### src/rtl/sprite_anim_seq_if.sv
`default_nettype none
// ============================================================================
// Module      : sprite_anim_seq_if
// Description : Control, pixel-request and ROM signals of the sprite
//               animation sequencer. The master side is the VGA path that
//               drives requests and returns ROM data; the slave side is the
//               sequencer itself.
// Revision    : 1.0 - initial release
// ============================================================================
interface sprite_anim_seq_if #(
    parameter int NFRAMES = 3,
    parameter int ADDR_W  = 12,
    parameter int PIX_W   = 12
);
    localparam int FRAME_W = (NFRAMES > 1) ? $clog2(NFRAMES) : 1;

    logic                      en;
    logic [1:0]                mode;
    logic                      restart;
    logic                      vsync_start;
    logic [ADDR_W-1:0]         pix_addr;
    logic                      pix_addr_valid;
    logic [FRAME_W+ADDR_W-1:0] rom_addr;
    logic [PIX_W-1:0]          rom_data;
    logic [PIX_W-1:0]          pix_out;
    logic                      pix_valid;
    logic [FRAME_W-1:0]        frame_idx;
    logic                      frame_tick;
    logic                      done;

    modport master (
        output en, mode, restart, vsync_start, pix_addr, pix_addr_valid, rom_data,
        input  rom_addr, pix_out, pix_valid, frame_idx, frame_tick, done
    );

    modport slave (
        input  en, mode, restart, vsync_start, pix_addr, pix_addr_valid, rom_data,
        output rom_addr, pix_out, pix_valid, frame_idx, frame_tick, done
    );
endinterface
`default_nettype wire

### src/rtl/sprite_anim_seq.sv
`default_nettype none
// ============================================================================
// Module      : sprite_anim_seq
// Description : Sprite animation sequencer. Steps a frame index through
//               NFRAMES frames (loop / ping-pong / one-shot / hold) at a
//               programmable rate, deferring every change to a vsync
//               boundary, and forms {frame, pixel} addresses into a packed
//               multi-frame sprite ROM with a valid-aligned pixel return.
// Revision    : 1.0 - initial release
// ============================================================================
module sprite_anim_seq #(
    parameter int NFRAMES = 3,
    parameter int ADDR_W  = 12,
    parameter int PIX_W   = 12,
    parameter int PERIOD  = 6000000,
    parameter int ROM_LAT = 1
) (
    input  logic              clk,
    input  logic              rst_n,
    sprite_anim_seq_if.slave  bus
);
    localparam int FRAME_W = (NFRAMES > 1) ? $clog2(NFRAMES) : 1;
    localparam int CNT_W   = $clog2(PERIOD);

    localparam logic [CNT_W-1:0]   c_CNT_LAST  = CNT_W'(PERIOD - 1);
    localparam logic [FRAME_W-1:0] c_LAST_IDX  = FRAME_W'(NFRAMES - 1);
    localparam logic [FRAME_W-1:0] c_IDX_ONE   = FRAME_W'(1);

    localparam logic [1:0] c_MODE_LOOP     = 2'b00;
    localparam logic [1:0] c_MODE_PINGPONG = 2'b01;
    localparam logic [1:0] c_MODE_ONESHOT  = 2'b10;

    // ---------------------------------------------------------------- state
    logic [CNT_W-1:0]          r_cnt;
    logic                      r_pending;
    logic                      r_dir_down;
    logic                      r_done;
    logic                      r_tick;
    logic [FRAME_W-1:0]        r_idx;

    logic [FRAME_W+ADDR_W-1:0] r_rom_addr;
    logic [ROM_LAT:0]          r_vld_pipe;
    logic [PIX_W-1:0]          r_pix_out;
    logic                      r_pix_valid;

    // ----------------------------------------------------------- step logic
    logic                      w_wrap;
    logic                      w_apply;
    logic [FRAME_W-1:0]        w_next_idx;
    logic                      w_next_dir_down;
    logic                      w_done_set;
    logic                      w_step_tick;

    // A wrap coinciding with vsync applies at once; otherwise it is parked.
    assign w_wrap  = bus.en && (r_cnt == c_CNT_LAST);
    assign w_apply = bus.vsync_start && (r_pending || w_wrap);

    // Next frame index, direction and one-shot completion for the current mode.
    always_comb begin
        w_next_idx      = r_idx;
        w_next_dir_down = r_dir_down;
        w_done_set      = 1'b0;
        w_step_tick     = 1'b1;
        case (bus.mode)
            c_MODE_LOOP: begin
                w_next_idx = (r_idx == c_LAST_IDX) ? '0 : r_idx + c_IDX_ONE;
            end
            c_MODE_PINGPONG: begin
                // A single frame has nowhere to bounce to.
                if (NFRAMES > 1) begin
                    if (!r_dir_down) begin
                        if (r_idx == c_LAST_IDX) begin
                            w_next_dir_down = 1'b1;
                            w_next_idx      = r_idx - c_IDX_ONE;
                        end else begin
                            w_next_idx      = r_idx + c_IDX_ONE;
                        end
                    end else begin
                        if (r_idx == '0) begin
                            w_next_dir_down = 1'b0;
                            w_next_idx      = c_IDX_ONE;
                        end else begin
                            w_next_idx      = r_idx - c_IDX_ONE;
                        end
                    end
                end
            end
            c_MODE_ONESHOT: begin
                if (r_idx == c_LAST_IDX) begin
                    w_done_set = 1'b1;
                end else begin
                    w_next_idx = r_idx + c_IDX_ONE;
                end
            end
            default: begin
                // Hold: the pending step is swallowed silently.
                w_step_tick = 1'b0;
            end
        endcase
    end

    // Period counter, pending flag, frame index, direction and done flag.
    always_ff @(posedge clk or negedge rst_n) begin
        if (!rst_n) begin
            r_cnt      <= '0;
            r_pending  <= 1'b0;
            r_dir_down <= 1'b0;
            r_done     <= 1'b0;
            r_tick     <= 1'b0;
            r_idx      <= '0;
        end else if (bus.restart) begin
            r_cnt      <= '0;
            r_pending  <= 1'b0;
            r_dir_down <= 1'b0;
            r_done     <= 1'b0;
            r_tick     <= 1'b0;
            r_idx      <= '0;
        end else begin
            if (bus.en) begin
                r_cnt <= w_wrap ? '0 : r_cnt + CNT_W'(1);
            end

            // At most one step is ever outstanding.
            if (w_apply) begin
                r_pending <= 1'b0;
            end else if (w_wrap) begin
                r_pending <= 1'b1;
            end

            r_tick <= w_apply && w_step_tick;

            if (w_apply) begin
                r_idx <= w_next_idx;
            end

            if (bus.mode != c_MODE_PINGPONG) begin
                r_dir_down <= 1'b0;
            end else if (w_apply) begin
                r_dir_down <= w_next_dir_down;
            end

            if (bus.mode != c_MODE_ONESHOT) begin
                r_done <= 1'b0;
            end else if (w_apply && w_done_set) begin
                r_done <= 1'b1;
            end
        end
    end

    // Pixel path: register the ROM address and line the valid up with ROM data.
    always_ff @(posedge clk or negedge rst_n) begin
        if (!rst_n) begin
            r_rom_addr  <= '0;
            r_vld_pipe  <= '0;
            r_pix_out   <= '0;
            r_pix_valid <= 1'b0;
        end else begin
            r_rom_addr  <= {r_idx, bus.pix_addr};
            r_vld_pipe  <= {r_vld_pipe[ROM_LAT-1:0], bus.pix_addr_valid};
            r_pix_valid <= r_vld_pipe[ROM_LAT];
            r_pix_out   <= r_vld_pipe[ROM_LAT] ? bus.rom_data : '0;
        end
    end

    assign bus.rom_addr   = r_rom_addr;
    assign bus.pix_out    = r_pix_out;
    assign bus.pix_valid  = r_pix_valid;
    assign bus.frame_idx  = r_idx;
    assign bus.frame_tick = r_tick;
    assign bus.done       = r_done;

endmodule
`default_nettype wire

### src/flat_wrapper.sv
// flat-port wrapper written by rule: the top's interface ports become plain ports
module sprite_anim_seq_flat 
#(
    parameter int NFRAMES = 3,
    parameter int ADDR_W  = 12,
    parameter int PIX_W   = 12,
    parameter int PERIOD  = 6000000,
    parameter int ROM_LAT = 1
)
  (clk, rst_n, bus_en, bus_mode, bus_restart, bus_vsync_start, bus_pix_addr, bus_pix_addr_valid, bus_rom_data, bus_rom_addr, bus_pix_out, bus_pix_valid, bus_frame_idx, bus_frame_tick, bus_done);
  sprite_anim_seq_if #(.NFRAMES(NFRAMES), .ADDR_W(ADDR_W), .PIX_W(PIX_W)) bus_i ();
  input  logic clk;
  input  logic rst_n;
  input wire logic [$bits(bus_i.en)-1:0] bus_en;
  input wire logic [$bits(bus_i.mode)-1:0] bus_mode;
  input wire logic [$bits(bus_i.restart)-1:0] bus_restart;
  input wire logic [$bits(bus_i.vsync_start)-1:0] bus_vsync_start;
  input wire logic [$bits(bus_i.pix_addr)-1:0] bus_pix_addr;
  input wire logic [$bits(bus_i.pix_addr_valid)-1:0] bus_pix_addr_valid;
  input wire logic [$bits(bus_i.rom_data)-1:0] bus_rom_data;
  output wire logic [$bits(bus_i.rom_addr)-1:0] bus_rom_addr;
  output wire logic [$bits(bus_i.pix_out)-1:0] bus_pix_out;
  output wire logic [$bits(bus_i.pix_valid)-1:0] bus_pix_valid;
  output wire logic [$bits(bus_i.frame_idx)-1:0] bus_frame_idx;
  output wire logic [$bits(bus_i.frame_tick)-1:0] bus_frame_tick;
  output wire logic [$bits(bus_i.done)-1:0] bus_done;
  assign bus_i.en = bus_en;
  assign bus_i.mode = bus_mode;
  assign bus_i.restart = bus_restart;
  assign bus_i.vsync_start = bus_vsync_start;
  assign bus_i.pix_addr = bus_pix_addr;
  assign bus_i.pix_addr_valid = bus_pix_addr_valid;
  assign bus_i.rom_data = bus_rom_data;
  assign bus_rom_addr = bus_i.rom_addr;
  assign bus_pix_out = bus_i.pix_out;
  assign bus_pix_valid = bus_i.pix_valid;
  assign bus_frame_idx = bus_i.frame_idx;
  assign bus_frame_tick = bus_i.frame_tick;
  assign bus_done = bus_i.done;
  sprite_anim_seq #(.NFRAMES(NFRAMES), .ADDR_W(ADDR_W), .PIX_W(PIX_W), .PERIOD(PERIOD), .ROM_LAT(ROM_LAT)) u_core (.clk(clk), .rst_n(rst_n), .bus(bus_i));
endmodule
### config.mk
export PLATFORM = sky130hd
export DESIGN_NAME = sprite_anim_seq_flat
export DESIGN_NICKNAME = d
export VERILOG_FILES = /design/src/rtl/sprite_anim_seq_if.sv /design/src/rtl/sprite_anim_seq.sv /design/src/flat_wrapper.sv
export SDC_FILE = /design/constraint.sdc
export NUM_CORES = 1
export LEC_CHECK = 0
export ABC_AREA = 0
export BUFFER_PORTS_ARGS = -buffer_cell sky130_fd_sc_hd__buf_4
export CAP_MARGIN = 5
export CORE_ASPECT_RATIO = 0.7
export CORE_MARGIN = 2
export CORE_UTILIZATION = 53
export CTS_BUF_LIST = sky130_fd_sc_hd__clkbuf_2
export DETAILED_ROUTE_END_ITERATION = 8
export GPL_ROUTABILITY_DRIVEN = 0
export PLACE_DENSITY = 0.8
export SLEW_MARGIN = 20
export SYNTH_ARGS = -nofsm -noshare
export SYNTH_HDL_FRONTEND = slang
export SYNTH_SLANG_ARGS = --single-unit
### constraint.sdc
create_clock -name clk -period 2.23 [get_ports clk]
set_input_delay 0.669 -clock clk [delete_from_list [all_inputs] [get_ports clk]]
set_output_delay 0.669 -clock clk [all_outputs]
set_load 0.02 [all_outputs]
# Word-level counts from Yosys, hierarchy flattened

Cells that the tools add are included.

Register bits after elaboration: 58
Output and inout bits: 31

Equality and inequality tests: 7
Reductions and logical operators: 17
$add $sub $neg: 3
Multiplexer cells: 28

Operator list:

| cell                                                               | number |
|---|---|
| 23-bit two-way mux                                                 | 3 |
| 23-bit by 1-bit adder with 23-bit output, second input constant    | 1 |
| 23-bit == test, second input constant                              | 1 |
| 1-bit two-way mux                                                  | 16 |
| 2-bit two-way mux                                                  | 7 |
| 12-bit two-way mux                                                 | 1 |
| 3-bit nonzero test                                                 | 4 |
| 2-bit case mux with 3 select lines                                 | 1 |
| 2-bit == test, second input constant                               | 2 |
| 1-bit logical AND                                                  | 4 |
| 2-bit zero test                                                    | 2 |
| 2-bit nonzero test                                                 | 2 |
| 4-bit nonzero test                                                 | 1 |
| 3-bit != test, second input constant                               | 1 |
| 3-bit AND reduction                                                | 1 |
| 3-bit OR reduction                                                 | 1 |
| 2-bit by 1-bit adder with 2-bit output, second input constant      | 1 |
| 2-bit by 1-bit == test with 1-bit output, second input constant    | 1 |
| 2-bit by 1-bit != test with 1-bit output, second input constant    | 1 |
| 2-bit != test, second input constant                               | 1 |
| 2-bit AND reduction                                                | 1 |
| 2-bit by 1-bit subtractor with 2-bit output, second input constant | 1 |
| 1-bit logical OR                                                   | 1 |

# Depth between registers and ports, before layout

Gate-level depths: netlist of the first run.

Depth in word-level cells: 8
Mapped depth: 7
Mapped depth without buffers: 7

# Least setup slack after synthesis of the first run

OpenSTA, ideal clock, no wires.

Path type: input -> register
From: input bus_en
To: register u_core.r_idx[0], in the netlist u_core.bus.frame_idx[0]
Slack: 0.140 ns
Data required time: 2.135 ns
Setup time: 0.095 ns
Arrival: 1.995 ns
Stages: 6
Cell sequence: buf_4 -> nand4bb_1 -> nor4_4 -> a31oi_2 -> or4_1 -> o31ai_1

Longest elaborated chain between the ends: 5

RTL lines:

| element                       | RTL line               | RTL |
|---|---|---|
| from (decl)                   | flat_wrapper.sv:14     | `input wire logic [$bits(bus_i.en)-1:0] bus_en;` |
| 1-bit logical AND             | sprite_anim_seq.sv:55  | `assign w_wrap = bus.en && (r_cnt == c_CNT_LAST);` |
| 1-bit logical OR              | sprite_anim_seq.sv:56  | `assign w_apply = bus.vsync_start && (r_pending \|\| w_wrap);` |
| 1-bit logical AND             | sprite_anim_seq.sv:56  |  |
| 2-bit nonzero test (no line)  | --                     |  |
| 3-bit AND reduction (no line) | --                     |  |
| to (signal assigned)          | sprite_anim_seq.sv:133 | `r_idx <= w_next_idx;` |
| to (decl)                     | sprite_anim_seq.sv:39  | `logic [FRAME_W-1:0] r_idx;` |

No other way between the ends.
A chain may end at the register's enable or synchronous reset.

# Worst setup path in the final report of the first run

From: register u_core.r_cnt[0]
To: register u_core.r_idx[1], in the netlist u_core.bus.frame_idx[1]

Longest elaborated chain between the ends: 6

RTL lines:

| element                       | RTL line               | RTL |
|---|---|---|
| from (decl)                   | sprite_anim_seq.sv:34  | `logic [CNT_W-1:0] r_cnt;` |
| from (signal assigned)        | sprite_anim_seq.sv:120 | `r_cnt <= w_wrap ? '0 : r_cnt + CNT_W'(1);` |
| 23-bit == test                | sprite_anim_seq.sv:55  |  |
| 1-bit logical AND             | sprite_anim_seq.sv:55  |  |
| 1-bit logical OR              | sprite_anim_seq.sv:56  |  |
| 1-bit logical AND             | sprite_anim_seq.sv:56  |  |
| 2-bit nonzero test (no line)  | --                     |  |
| 3-bit AND reduction (no line) | --                     |  |

No other way between the ends.

==> results of run 1 <==
## synth_stat cells, types with 4 or more instances
master,count
a21oi_1,6
and2_1,12
dfrtp_1,58
ha_1,11
inv_1,10
nand2_1,13
nand3_1,5
nand4_1,5
nor2_1,19
nor3_1,6
nor4_1,4
o21ai_0,11
or3_1,5
xnor2_1,10
xor2_1,5
## where the power goes
part / switching, W / total [W] / internal, W
clock network: 0.000379 / 0.000747 / 0.000368
logic: 0.000102 / 0.000190 / 0.0000879
registers: 0.0000170 / 0.00110 / 0.00108
## state kept, by name, indices dropped and copies added, names as in the netlist
register and cells:
u_core.bus.done 1, u_core.bus.frame_idx 2, u_core.bus.frame_tick 1, u_core.bus.pix_out 12
u_core.bus.pix_valid 1, u_core.bus.rom_addr 14, u_core.r_cnt 23, u_core.r_dir_down 1
u_core.r_pending 1, u_core.r_vld_pipe 2
## layer usage
layer  track usage [%]  wire (um)  up-vias
met5                 0          0        -
met4              9.15         67        0
met3              12.2        595        6
met2              31.1       2110       88
met1              29.1       2360      873
li1                  -          -      915
## worst paths after layout
kind | start | to | slack (ps) | cells after the start
max in group asynchronous | rst_n | u_core.bus.pix_out[9] | 1540 | 1
worst max register to register | u_core.r_cnt[0] | u_core.bus.frame_idx[1] | 170 | 6
worst min register to register | u_core.r_vld_pipe[0] | u_core.r_vld_pipe[1] | 370 | 0
worst min-delay path | rst_n | u_core.bus.frame_idx[1] | 200 | 1
worst max-delay path | u_core.r_cnt[0] | u_core.bus.frame_idx[1] | 170 | 6
min in group clk | bus_pix_addr_valid | u_core.r_vld_pipe[0] | 280 | 1
## cell families after synthesis
family | synth area share, %
AOI/OAI and AO/OA | 8.92
xor gates and xnor gates | 5.20
adders and majority gates | 5.45
buffers and inverters | 2.87
DFF | 57.5
and+or+nand+nor | 20.1
## metrics by stage
step | hold slack [ps] | instance area (um2) | TNS, ps
2_1_floorplan | 331 | 2530 | 0
3_3_place_gp | 334 | 3060 | 0
3_5_place_dp | 335 | 3060 | -116
4_1_cts | 229 | 3190 | 0
5_1_grt | 215 | 3190 | 0
6_report | 199 | 3190 | 0
## cell usage in the layout, fill, tap and decap left out, drive strengths merged, types with 5 or more instances in the layout
cell,Yosys,final
a21oi,6,6
and2,13,13
buf,3,66
clkbuf,3,10
dfrtp,58,58
ha,11,11
inv,10,10
nand2,13,13
nand3,6,6
nand4,5,5
nor2,19,19
nor3,6,6
nor4,5,5
o21ai,11,11
or3,5,5
xnor2,10,10
xor2,5,5
## final cells by class
cell class / count / area (um2)
sequential: 58 / 1450
fill: 330 / 1260
multi-input combinational: 147 / 1010
timing repair buffer: 66 / 495
clock inverter: 6 / 81.3
tap: 55 / 68.8
clock buffer: 10 / 50.0
inverter: 10 / 37.5
## critical path, delay by kind of cell, from the launching register on
family	cells	cell delay, ps
AOI/OAI and AO/OA	2	260
and+or+nand+nor	3	1020
DFF	1	450
adders and majority gates	1	270
## repair_timing
item                                   in CTS  in global routing
setup endpoints to repair                   0                  2
endpoints found under the hold margin       0                  0
resized for setup                           0                  1
setup buffers                               0                  0
==> results.yml, run 1 <==
power:
  power_density_nw_per_um2: 638
  leakage_nw: 1.53
  finalPower_w: 0.00204
  ir_drop_mv: 0.443
floorplan:
  pin_count: 63
  rows: 20
  die_area_um2: 5340
  start_util_pct: 56.7
  core_area_um2: 4450
  die_x_um: 86.5
  floorplan.die.height_um: 61.8
critical_path:
  worstSetupPathType: "flop to flop"
  required_ps: 2630
  critPathMaxStageDelay_ps: 550
  startpoint_type: "flop"
  crit_arrival_ps: 2470
  critPathCaptureType: "flop"
  critPathSlowestCell: "or4_1"
  crit_path_max_fanout: 7
  path_cells: "ha_1, nor4b_2, and3_2, a31oi_2, or4_1, o31ai_1"
placed_design:
  placed_cells: 336
  numPortBuffers: 62
  dp_slack_ps: -63.8
  hpwl_mm: 3.68
timing:
  setup_slack_ps: 168
  slew_violations: 0
  finalHoldViolations: 0
  min_period_ps: 2060
  maxSlewHeadroom_pct: 53.7
  clock-skew-final_ps: 26.5
  fmax_mhz: 485
  worst_pin_slew_ps: 694
  setup_viol: 0
  rsz0062_at_grt: "no"
  finalCritPeriodShare_pct: 92.5
synthesis:
  synth_top_area_cell: "dfrtp_1"
  synth_edf_count: 0
  yosysSeqAreaShare_pct: 57.5
  syn_inst: 221
  synth.avg_cell_area_um2: 11.4
  yosys_warnings: 0
  synthDominantCellAreaShare_pct: 57.5
  ys_top_cells_by_area: "dfrtp_1, ha_1, xnor2_1"
  yosysUniqueCellTypes: 45
  synth_nets: 264
  ys_seq_elements: 58
  async_flop_share_pct: 100
  syn-cell-area_um2: 2530
  synth_flop_cell: "dfrtp_1"
run_status:
  status: "finished clean"
global_routing:
  overflow: 0
  antenna_found_initial: 0
  grt_max_degree: 59
  grt_pass1_vias: 1821
  grt_pass1_wl_mm: 8.64
  gr-usage-all-layers_pct: 22.2
final_layout:
  diodes: 0
  nets: 335
  area_delta_synth_final_pct: 26.4
  instances_no_fill: 352
  fin_util_pct: 71.7
  layout-drive-gt1-share_pct: 32.0
clocking:
  hold_buffers: 0
  cts_tree: "done"
  path_clk_slew_ps: 170
  cts_buffers: 9
  ctsHtreeMaxLevel: 3
  root_buffer: "clkbuf_2"
  clock-sinks: 58
  clockBufferDepth: 2
  clkLatencyLatePin_ps: 480
run:
  cap_violations: 0
route:
  wire_per_inst_um: 14.6
  avgViaCountPerCell: 5.35
  num_vias: 1882
  drt_wl_total_mm: 5.13
  drt_iter0_markers: 113
  drc: 0
  dr.pass1.iters: 4
  ant_nets: 0
hold_path:
  hold_class: "input pin to async pin"
Power figures use the tool's default switching activity.
==> run 2: changes to the inputs <==
--- a/config.mk
+++ b/config.mk
@@ -8,13 +8,15 @@
 export ABC_AREA = 0
 export BUFFER_PORTS_ARGS = -buffer_cell sky130_fd_sc_hd__buf_4
 export CAP_MARGIN = 5
+export CELL_PAD_IN_SITES_DETAIL_PLACEMENT = 1
+export CELL_PAD_IN_SITES_GLOBAL_PLACEMENT = 2
 export CORE_ASPECT_RATIO = 0.7
 export CORE_MARGIN = 2
-export CORE_UTILIZATION = 53
-export CTS_BUF_LIST = sky130_fd_sc_hd__clkbuf_2
+export CORE_UTILIZATION = 33
+export CTS_BUF_LIST = sky130_fd_sc_hd__clkbuf_8 sky130_fd_sc_hd__clkbuf_16
 export DETAILED_ROUTE_END_ITERATION = 8
 export GPL_ROUTABILITY_DRIVEN = 0
-export PLACE_DENSITY = 0.8
+export PLACE_DENSITY_LB_ADDON = 0.1
 export SLEW_MARGIN = 20
 export SYNTH_ARGS = -nofsm -noshare
 export SYNTH_HDL_FRONTEND = slang
==> run 2 against run 1 <==
- setup slack improved by 8.7 ps
- combinational power up 4%
- sequential power about the same
- hold slack better by 150 ps
- wire length grew 14%
- largest cell class unchanged
- cell area is 5.3% higher
- non-clock buffer count increased by 4
- maximum frequency grew 0.42%
==> results.yml, run 2 (synthesized netlist as in run 1, its figures left out) <==
timing:
  fmax_mhz: 487
  min_period_ps: 2050
  finalHoldViolations: 0
  worst_pin_slew_ps: 734
  rsz0062_at_grt: "no"
  finalCritPeriodShare_pct: 92.1
  slew_violations: 0
  clock-skew-final_ps: 7.60
  setup_viol: 0
  fin_setup_tns_ps: 0
  maxSlewHeadroom_pct: 51.1
run_status:
  status: "finished clean"
clocking:
  clockBufferDepth: 2
  cts_tree: "done"
  clkLatencyLatePin_ps: 350
  cts_buffers: 9
  ctsHtreeMaxLevel: 3
  clock-sinks: 58
  path_clk_slew_ps: 70
  hold_buffers: 0
  post-cts-setup-buffers: 0
  root_buffer: "clkbuf_8"
floorplan:
  pin_count: 63
  die_x_um: 109
  core_area_um2: 7350
  rows: 26
  die_area_um2: 8380
  start_util_pct: 34.4
  floorplan.die.height_um: 77.2
global_routing:
  grt_pass1_wl_mm: 10.1
  gr-usage-all-layers_pct: 15.8
  grt_pass1_vias: 2052
  overflow: 0
  grt_max_degree: 59
  antenna_found_initial: 0
critical_path:
  r2r-end: "u_core.bus.frame_idx[1]"
  crit_start: "u_core.r_cnt[1]"
  startpoint_type: "flop"
  r2r_cells: 6
  r2r_slack_ps: 180
  worstSetupEndpoint: "u_core.bus.frame_idx[1]"
  crit_path_max_fanout: 6
  r2r_start: "u_core.r_cnt[1]"
  critPathCaptureType: "flop"
  required_ps: 2490
  crit_arrival_ps: 2310
  worstSetupPathType: "flop to flop"
route:
  avgViaCountPerCell: 4.87
  num_vias: 1944
  drt_iter0_markers: 73
  drt_wl_total_mm: 5.85
  wire_per_inst_um: 14.7
  dr.pass1.iters: 4
  ant_nets: 0
  drc: 0
final_layout:
  final_cell_mix: "buf_4, dfrtp_1, nor2_1, nand2_1, and2_1"
  largest_reg_flops: 23
  layout_commonest_cell: "buf_4"
  area_delta_synth_final_pct: 33.0
  nets: 339
  fin_area_um2: 3360
  diodes: 0
  top_register: "u_core.r_cnt"
  layout-drive-gt1-share_pct: 32.9
power:
  ir_drop_mv: 0.343
  finalPower_w: 0.00238
  leakage_nw: 1.58
  power_density_nw_per_um2: 707
hold_path:
  worstHoldPathCells: 0
  hold_class: "flop to flop"
  hp-start: "u_core.r_vld_pipe[0]"
placed_design:
  numPortBuffers: 62
  hpwl_mm: 4.19
  placed_area_um2: 3140
run:
  cap_violations: 0
run 2: changes by cell type in the layout (fill, tap and decap cells not counted), sizes merged:
cell	delta
buf	+4
clkinv	-1
inv	+1
run 2: metal layers:
metal  share of wire (%)  up-vias  track usage (%)
met5                   0        -                0
met4                0.96        0             5.00
met3                 9.1        7             8.84
met2                  41       54             21.1
met1                  49      971             21.5
li1                    -      912                -
run 2: layout make-up:
| class | count | area [um2] |
|---|---|---|
| Clock buffer | 10 | 138 |
| Sequential cell | 58 | 1450 |
| Clock inverter | 6 | 81.3 |
| Multi-Input combinational cell | 147 | 1000 |
| Inverter | 10 | 37.5 |
| Timing Repair Buffer | 70 | 526 |
| Fill cell | 839 | 3990 |
| Tap cell | 98 | 123 |
run 2: stage by stage:
stage | setup WS, ps | hold WS [ps] | instances | util [%]
3_5_place_dp | 7.50 | 346 | 383 | 42.7
4_1_cts | 112 | 362 | 399 | 45.7
5_1_grt | 30.8 | 364 | 399 | 45.7
6_report | 177 | 350 | 399 | 45.7
3_3_place_gp | 56.4 | 334 | 383 | 42.7
2_1_floorplan | 140 | 331 | 221 | -
run 2: critical path, cell delays in order, from the launching register on:
cell and delay (ps):
dfrtp_1 410, ha_2 240, nor4b_1 270, and3_2 280
a31oi_2 150, or4_1 530, o31ai_1 70
run 2: worst min-delay path by stage:
stage                                end  slack (ps)
finish              u_core.r_vld_pipe[1]         350
global route        u_core.r_vld_pipe[1]         360
CTS                 u_core.r_vld_pipe[1]         360
detailed placement  u_core.r_vld_pipe[1]         350
global placement    u_core.r_vld_pipe[1]         330
floorplan           u_core.r_vld_pipe[1]         330
run 2: timing repair:
action	4_1_cts	5_1_grt
hold endpoints to repair	0	0
resized for setup	0	1
setup endpoints to repair	0	1
run 2: report_power, final:
group,switching [W],internal [W]
Combinational,0.000106,0.0000923
Clock,0.000429,0.000651
Sequential,0.0000167,0.00108
==> run 3: changes to the inputs <==
--- a/config.mk
+++ b/config.mk
@@ -16,6 +16,7 @@
 export CTS_BUF_LIST = sky130_fd_sc_hd__clkbuf_8 sky130_fd_sc_hd__clkbuf_16
 export DETAILED_ROUTE_END_ITERATION = 8
 export GPL_ROUTABILITY_DRIVEN = 0
+export MAX_ROUTING_LAYER = met4
 export PLACE_DENSITY_LB_ADDON = 0.1
 export SLEW_MARGIN = 20
 export SYNTH_ARGS = -nofsm -noshare
==> constraint.sdc (replaced) <==
create_clock -name clk -period 2.1 [get_ports clk]
set_input_delay 0.63 -clock clk [delete_from_list [all_inputs] [get_ports clk]]
set_output_delay 0.63 -clock clk [all_outputs]
set_load 0.02 [all_outputs]
==> run 3 against run 2 <==
- wire length up 1.3%
- cell count up 0.75%
- hold slack worse by 7.5 ps
- register-to-register slack worse by 40 ps
- total power up 0.81%
- setup slack worse by 42 ps
- sequential share of layout area down 0.21 points
- clock-buffer cell count down 1
- utilization up 0.22 points
- first-iteration DRC count down 25%
==> results.yml, run 3 (synthesized netlist as in run 1, its figures left out) <==
timing:
  finalHoldViolations: 0
  min_period_ps: 1970
  clock-skew-final_ps: 9.42
  rsz0062_at_grt: "no"
  fmax_mhz: 509
  fin_setup_tns_ps: 0
  slew_violations: 0
  setup_viol: 0
  finalCritPeriodShare_pct: 93.6
  worst_pin_slew_ps: 732
  maxSlewHeadroom_pct: 51.2
global_routing:
  grt.busiest_layer: "met1"
  overflow: 0
  grt_pass1_wl_mm: 10.4
  met3_usage_pct: 6.55
  grt_max_degree: 59
  gr-usage-all-layers_pct: 16.6
  antenna_found_initial: 0
  use_met1_pct: 22.9
  grt_pass1_vias: 2106
  gr-usage-met2_pct: 22.4
run_status:
  status: "finished clean"
route:
  drc: 0
  ant_nets: 0
  wire_per_inst_um: 14.7
  avgViaCountPerCell: 4.75
  drt_wl_total_mm: 5.93
  drt_iter0_markers: 55
  num_vias: 1911
  dr.pass1.iters: 4
run:
  cap_violations: 0
clocking:
  clockBufferDepth: 2
  clock-sinks: 58
  path_clk_slew_ps: 70
  cts_buffers: 9
  clkLatencyLatePin_ps: 340
  cts_tree: "done"
  hold_buffers: 0
  root_buffer: "clkbuf_8"
  ctsHtreeMaxLevel: 3
placed_design:
  hpwl_mm: 4.27
  numPortBuffers: 62
  placed_cells: 387
  placed_area_um2: 3170
final_layout:
  nets: 343
  top_register: "u_core.r_cnt"
  diodes: 0
  layout_commonest_cell: "buf_4"
  fin_area_um2: 3380
  largest_reg_flops: 23
  area_delta_synth_final_pct: 33.7
  fin_util_pct: 45.9
  final_cell_mix: "buf_4, dfrtp_1, nor2_1, nand2_1, and2_1"
  instances_no_fill: 402
  layout-drive-gt1-share_pct: 33.9
hold_path:
  hold_class: "input pin to async pin"
floorplan:
  floorplan.die.height_um: 77.2
  die_area_um2: 8380
  die_x_um: 109
  core_area_um2: 7350
  rows: 26
  pin_count: 63
  start_util_pct: 34.4
critical_path:
  required_ps: 2330
  critPathCaptureType: "flop"
  crit_path_max_fanout: 5
  crit_arrival_ps: 2200
  worstSetupPathType: "flop to flop"
  startpoint_type: "flop"
power:
  ir_drop_mv: 0.361
  leakage_nw: 1.57
  finalPower_w: 0.00240
  power_density_nw_per_um2: 710
[run 3: routing by layer]
layer	vias to the layer above	part of all wire, %
li1	922	-
met1	930	50
met5	-	0
met4	0	0.88
met3	6	6.3
met2	53	43
[run 3: final timing paths]
check	startpoint	endpoint	slack, ps	cells after the start
setup / recovery	u_core.r_cnt[1]	u_core.bus.done	130	7
hold / removal	rst_n	u_core.bus.pix_out[3]	340	1
setup reg to reg	u_core.r_cnt[1]	u_core.bus.done	130	7
hold reg to reg	u_core.r_vld_pipe[0]	u_core.r_vld_pipe[1]	360	0
max in group asynchronous	rst_n	u_core.bus.frame_idx[0]	1260	1
min in group clk	u_core.r_vld_pipe[0]	u_core.r_vld_pipe[1]	360	0
[run 3: power by group]
| part | leakage, nW | internal (W) | total (W) | switching (W) |
|---|---|---|---|---|
| Combinational | 0.729 | 0.0000991 | 0.000213 | 0.000114 |
| Clock | 0.0835 | 0.000542 | 0.00102 | 0.000476 |
| Sequential | 0.760 | 0.00115 | 0.00117 | 0.0000166 |
| Total | 1.57 | 0.00179 | 0.00240 | 0.000606 |
[run 3: per-stage QoR]
step                      setup slack (ps)  hold slack, ps
after global placement                4.49             336
after global routing                  39.9             362
after detailed placement             -49.7             337
after CTS                             54.5             364
final                                  135             343
after floorplan                       48.7             331
[run 3: repair_timing]
action / CTS / global route
gates resized for setup: 0 / 2
setup endpoints to repair: 0 / 4
setup buffers: 0 / 0
[run 3: critical path: stages, from the launching register on]
cell	delay, ps
dfrtp_1	420
ha_1	260
nor4b_2	170
and3_2	230
a31oi_4	230
buf_4	150
and2b_2	200
o211a_1	190
[run 3: cell type report]
type	count	area [um2]
sequential	58	1450
inverter	10	37.5
clock inverter	6	68.8
clock buffer	9	124
fill	859	3980
multi-input combinational	147	1020
tap	98	123
timing repair buffer	74	556
